File: src/rtl/pc_fetch_unit.sv
// Program counter plus req/ack instruction fetch with a one-entry skid buffer and jump squash.
// Optional macro PC_DELAY_SLOT_EN keeps the oldest live word across a taken jump.
module pc_fetch_unit #(
    parameter int                  PC_WIDTH   = 16,
    parameter int                  INST_WIDTH = 16,
    parameter logic [PC_WIDTH-1:0] RESET_PC   = 16'h0
) (
    input  logic                  clk,
    input  logic                  rst,
    input  logic                  jump_en,
    input  logic [PC_WIDTH-1:0]   jump_target,
    input  logic                  stall,
    output logic                  imem_req,
    output logic [PC_WIDTH-1:0]   imem_addr,
    input  logic                  imem_ack,
    input  logic [INST_WIDTH-1:0] imem_rdata,
    output logic                  if_valid,
    output logic [PC_WIDTH-1:0]   if_pc,
    output logic [INST_WIDTH-1:0] if_inst,
    output logic [PC_WIDTH-1:0]   pc
);
    typedef enum logic [1:0] {
        IDLE  = 2'd0,
        REQ   = 2'd1,
        BLOCK = 2'd2
    } state_t;

    localparam logic [PC_WIDTH-1:0] PC_ONE = {{(PC_WIDTH-1){1'b0}}, 1'b1};

    state_t                state_r;
    logic                  drop_r;
    logic                  skid_valid_r;
    logic [PC_WIDTH-1:0]   skid_pc_r;
    logic [INST_WIDTH-1:0] skid_inst_r;
    logic                  out_free_s;
    logic                  drain_s;
    logic [PC_WIDTH-1:0]   fetch_next_s;

    assign out_free_s = !if_valid || !stall;
    assign drain_s    = if_valid && !stall;

`ifdef PC_DELAY_SLOT_EN
    // A word kept across a jump was fetched before the redirect, so its ack must not bump pc.
    logic keep_r;
    assign fetch_next_s = keep_r ? pc : (pc + PC_ONE);
`else
    assign fetch_next_s = pc + PC_ONE;
`endif

    // Fetch state machine, pc, skid buffer and output register.
    always_ff @(posedge clk or negedge rst) begin
        if (!rst) begin
            state_r      <= IDLE;
            pc           <= RESET_PC;
            imem_req     <= 1'b0;
            imem_addr    <= {PC_WIDTH{1'b0}};
            if_valid     <= 1'b0;
            if_pc        <= {PC_WIDTH{1'b0}};
            if_inst      <= {INST_WIDTH{1'b0}};
            skid_valid_r <= 1'b0;
            skid_pc_r    <= {PC_WIDTH{1'b0}};
            skid_inst_r  <= {INST_WIDTH{1'b0}};
            drop_r       <= 1'b0;
`ifdef PC_DELAY_SLOT_EN
            keep_r       <= 1'b0;
`endif
        end else begin
            if (drain_s) begin
                if_valid <= 1'b0;
            end
            if (jump_en) begin
                pc           <= jump_target;
                if_valid     <= 1'b0;
                skid_valid_r <= 1'b0;
                case (state_r)
                    REQ: begin
                        if (imem_ack) begin
                            imem_addr <= jump_target;
                            drop_r    <= 1'b0;
                        end else begin
                            drop_r    <= 1'b1;
                        end
                    end
                    default: begin
                        state_r   <= REQ;
                        imem_req  <= 1'b1;
                        imem_addr <= jump_target;
                    end
                endcase
`ifdef PC_DELAY_SLOT_EN
                keep_r <= 1'b0;
                if (if_valid && stall) begin
                    if_valid <= 1'b1;
                end else if (skid_valid_r) begin
                    if_valid <= 1'b1;
                    if_pc    <= skid_pc_r;
                    if_inst  <= skid_inst_r;
                end else if ((state_r == REQ) && !drop_r) begin
                    if (imem_ack) begin
                        if_valid <= 1'b1;
                        if_pc    <= imem_addr;
                        if_inst  <= imem_rdata;
                    end else begin
                        drop_r <= 1'b0;
                        keep_r <= 1'b1;
                    end
                end
`endif
            end else begin
                case (state_r)
                    IDLE: begin
                        state_r   <= REQ;
                        imem_req  <= 1'b1;
                        imem_addr <= pc;
                    end
                    REQ: begin
                        if (imem_ack && drop_r) begin
                            drop_r    <= 1'b0;
                            imem_addr <= pc;
                        end else if (imem_ack) begin
`ifdef PC_DELAY_SLOT_EN
                            keep_r <= 1'b0;
`endif
                            pc <= fetch_next_s;
                            if (out_free_s) begin
                                if_valid  <= 1'b1;
                                if_pc     <= imem_addr;
                                if_inst   <= imem_rdata;
                                imem_addr <= fetch_next_s;
                            end else begin
                                skid_valid_r <= 1'b1;
                                skid_pc_r    <= imem_addr;
                                skid_inst_r  <= imem_rdata;
                                state_r      <= BLOCK;
                                imem_req     <= 1'b0;
                            end
                        end
                    end
                    BLOCK: begin
                        if (drain_s) begin
                            if_valid     <= 1'b1;
                            if_pc        <= skid_pc_r;
                            if_inst      <= skid_inst_r;
                            skid_valid_r <= 1'b0;
                            state_r      <= REQ;
                            imem_req     <= 1'b1;
                            imem_addr    <= pc;
                        end
                    end
                    default: begin
                        state_r  <= IDLE;
                        imem_req <= 1'b0;
                    end
                endcase
            end
        end
    end
endmodule
File: config.mk
export PLATFORM = sky130hd
export DESIGN_NAME = pc_fetch_unit
export DESIGN_NICKNAME = d
export VERILOG_FILES = /design/src/rtl/pc_fetch_unit.sv
export SDC_FILE = /design/constraint.sdc
export NUM_CORES = 1
export LEC_CHECK = 0
export CORE_MARGIN = 2
export CORE_UTILIZATION = 46
export CTS_CLUSTER_DIAMETER = 120
export DETAILED_ROUTE_END_ITERATION = 8
export GPL_ROUTABILITY_DRIVEN = 0
export PLACE_DENSITY_LB_ADDON = 0.1
export REMOVE_ABC_BUFFERS = 1
export SYNTH_ARGS = -nofsm -noshare
export SYNTH_HDL_FRONTEND = slang
export SYNTH_SLANG_ARGS = --single-unit
export TNS_END_PERCENT = 50
File: constraint.sdc
create_clock -name clk -period 2.15 [get_ports clk]
set_input_delay 0.3225 -clock clk [delete_from_list [all_inputs] [get_ports clk]]
set_output_delay 0.3225 -clock clk [all_outputs]
set_load 0.02 [all_outputs]
==> summary.txt <==
Run status
  – Outcome: finished, final reports clean

Clock tree
  – CTS root buffer: clkbuf_8
  – Later-pin clock latency in the skew report: 360 ps
  – CTS buffer count: 9
  – H-tree Lvls: 3
  – CTS tree: yes
  – Clock buffer depth: 2
  – Number of clock sinks: 100
  – Clock slew at reported path FFs: 110 ps

Logic synthesis
  – Most common cell in the synthesized netlist: dfrtp_1
  – Mapped cell area: 0.00482 mm2
  – Synth top area share: 51.9%
  – FF+latch count, synth: 100
  – Synthesized netlist cell count: 447
  – Syn. warnings: 0
  – Synth area leaders: dfrtp_1, mux2_2, mux2i_1, nand2_1, o21ai_0
  – Primary FF master, synth: dfrtp_1
  – Post-synthesis cell type count: 43
  – Mean area per synthesized cell: 10.8 um2
  – EDFF count, synth: 0
  – Async SR Flop Fraction: 100%
  – Yosys top cell by area: dfrtp_1
  – Most frequent cells after synthesis: dfrtp_1, nand2_1, mux2i_1
  – Seq/Total Area, Yosys: 51.9%

GRT
  – GR Util All Layers: 20.3%
  – Met1 usage: 28.2%
  – Met2 Use GR: 33.4%
  – Vias in the first global route: 3576
  – Largest net degree at the start of global routing: 54
  – Initial antenna violation count: 0
  – Met3 track demand over resource: 2.58%
  – Global route total overflow: 0
  – First-pass GRT wire length: 18000 um
  – GRT Max-Usage Layer: met2

Power and ir drop
  – Leak: 0.00282 uW
  – Power per cell area: 1260 mW/mm2
  – Power consumption: 8130 uW
  – Peak supply drop: 0.000771 V

Floorplan
  – Die area: 0.0113 mm2
  – Core Box Area: 0.0102 mm2
  – Die width: 106 um
  – Die Y: 106 um
  – I/O pin count: 103
  – Row count: 37
  – Initial Util: 47.1%

Setup path
  – Critical Path RT: 2390 ps
  – CP max FO: 7
  – Worst r2r src: state_r[1]$_DFFE_PN0P_
  – Setup CP Type: reg -> reg
  – CP Data Arrival Time: 2320 ps
  – Type of destination of the critical path: flop
  – FF-to-FF End: imem_addr[13]$_DFFE_PN0P_
  – Register-to-Register Path Depth: 8
  – Startpoint types: flop
  – Reg2reg setup slack: 70 ps

Routing
  – DRC viols: 0
  – Routed WL: 11100 um
  – Vias per inst: 5.18
  – Routed len/inst: 15.6 um
  – Post-route ant nets: 0
  – Detailed Routing Iterations Pass 1: 4
  – Via count: 3686
  – Starting DRT DRC Count: 133

Timing
  – Slew Limit Fails: 0
  – Min cycle time layout: 2080 ps
  – Final period utilization: 96.9%
  – Skew final: 13.1 ps
  – Final Hold Fails: 0
  – Setup Viol. Count Final: 0
  – Unrepaired setup endpoints after global routing: true
  – FMAX: 480 MHz
  – Slew @ Worst Pin: 368 ps
  – Max_slew headroom: 75.4%

Cells and area
  – Nets: 613
  – Share of layout cells above drive strength 1: 17.9%
  – Area Growth Syn to Fin: 34.3%
  – Diode count: 0
  – Cell Count, Final, Fillers Out: 712

Worst hold path
  – Worst Hold Class: in -> async

Placed design
  – DPL Wire Length: 7860 um
  – DP Cell Count: 693
  – Buffers added on ports: 102

Job
  – Max-Cap Viols: 0
## logic make-up (layout without fill, tap and decap cells)
group,after synthesis,in the layout,share of synthesized area (%)
AO/OA/AOI/OAI,80,80,9.74
adder cells (fa/ha/maj),5,5,1.30
multiplexers,84,84,18.5
XOR/XNOR,22,22,4.00
buffers and inverters,33,162,2.73
AND/OR/NAND/NOR,123,123,11.8
flip-flops,100,100,51.9
## critical path, stage by stage, from the launching register on
cell     delay (ps)
dfrtp_1         400
inv_1            70
ha_1            180
a21bo_1         220
buf_4           160
or4_1           560
nor2_2          160
xnor2_1         140
a21oi_1          90
## through the flow
stage / util [%] / cell area, um2 / setup WS, ps / hold WS, ps / TNS, ps
2_1_floorplan: - / 4710 / -2050 / 26.9 / -126360
3_3_place_gp: 60.9 / 6230 / -171 / 262 / -8670
3_5_place_dp: 60.9 / 6230 / -204 / 265 / -9560
4_1_cts: 62.9 / 6440 / 34.3 / 405 / 0
5_1_grt: 63.2 / 6470 / -12.3 / 418 / -16.7
6_report: 63.2 / 6470 / 66.6 / 417 / 0
## layout make-up
class | count | area (um2)
tap | 136 | 170
clock buffer | 10 | 128
clock inverter | 6 | 57.6
multi-input combinational | 314 | 2230
sequential | 100 | 2500
inverter | 6 | 22.5
timing repair buffer | 140 | 1360
fill | 851 | 3760
## how the worst max path moves through the flow
| stage | start | end | cells past startpoint |
|---|---|---|---|
| after floorplan | state_r[0]$_DFFE_PN0P_ | imem_addr[11]$_DFFE_PN0P_ | 6 |
| after global placement | imem_ack | if_pc[5]$_DFFE_PN0P_ | 7 |
| after detailed placement | imem_ack | imem_addr[12]$_DFFE_PN0P_ | 6 |
| after CTS | state_r[1]$_DFFE_PN0P_ | imem_addr[15]$_DFFE_PN0P_ | 9 |
| after global routing | state_r[0]$_DFFE_PN0P_ | imem_addr[9]$_DFFE_PN0P_ | 8 |
| final | state_r[1]$_DFFE_PN0P_ | imem_addr[13]$_DFFE_PN0P_ | 8 |
## metal layers
layer | share of wire (%) | up-vias
met1 | 47 | 1780
li1 | - | 1815
met3 | 4.0 | 6
met5 | 0 | -
met4 | 0.74 | 0
met2 | 48 | 85
## state kept, by name, indices dropped and copies added, names as in the netlist
signal	flops
if_pc	16
pc	16
skid_pc_r	16
imem_addr	16
if_valid	1
drop_r	1
skid_inst_r	16
state_r	2
if_inst	16
## report_power, final
group          total [uW]  switching [uW]  leakage (uW)  internal [uW]
Combinational        3960            1990       0.00145           1970
Sequential           3020             459       0.00127           2560
Clock                1150             701     0.0000945            447
Total                8130            3150       0.00282           4980
## placed cells by master, fill, tap and decap left out, types with 2 or more instances in the layout
master           instances
a21boi_0                 6
a21oi_1                 11
a221oi_1                 2
a22o_1                   2
and3_1                   4
and4_1                   2
buf_12                   4
buf_4                   33
clkbuf_8                 9
clkdlybuf4s50_1        101
clkinv_4                 4
dfrtp_1                100
ha_1                     4
inv_1                    6
inv_8                    2
mux2_2                  40
mux2i_1                 44
nand2_1                 59
nand2b_1                 3
nand3_1                 12
nand4_1                  3
nor2_1                  17
nor2b_1                  3
nor3_1                   7
o21ai_0                 40
o21ai_1                  6
o31ai_1                  3
or3_1                    2
xnor2_1                 10
xor2_1                  12
## timing repair
action	CTS	global route
setup endpoints to repair	7	6
hold endpoints to repair	25	0
hold buffers	1	0
pin swaps	0	1
buffers inserted	0	2
gates resized for setup	3	6
Note: power is estimated with default switching activity, not from simulation.
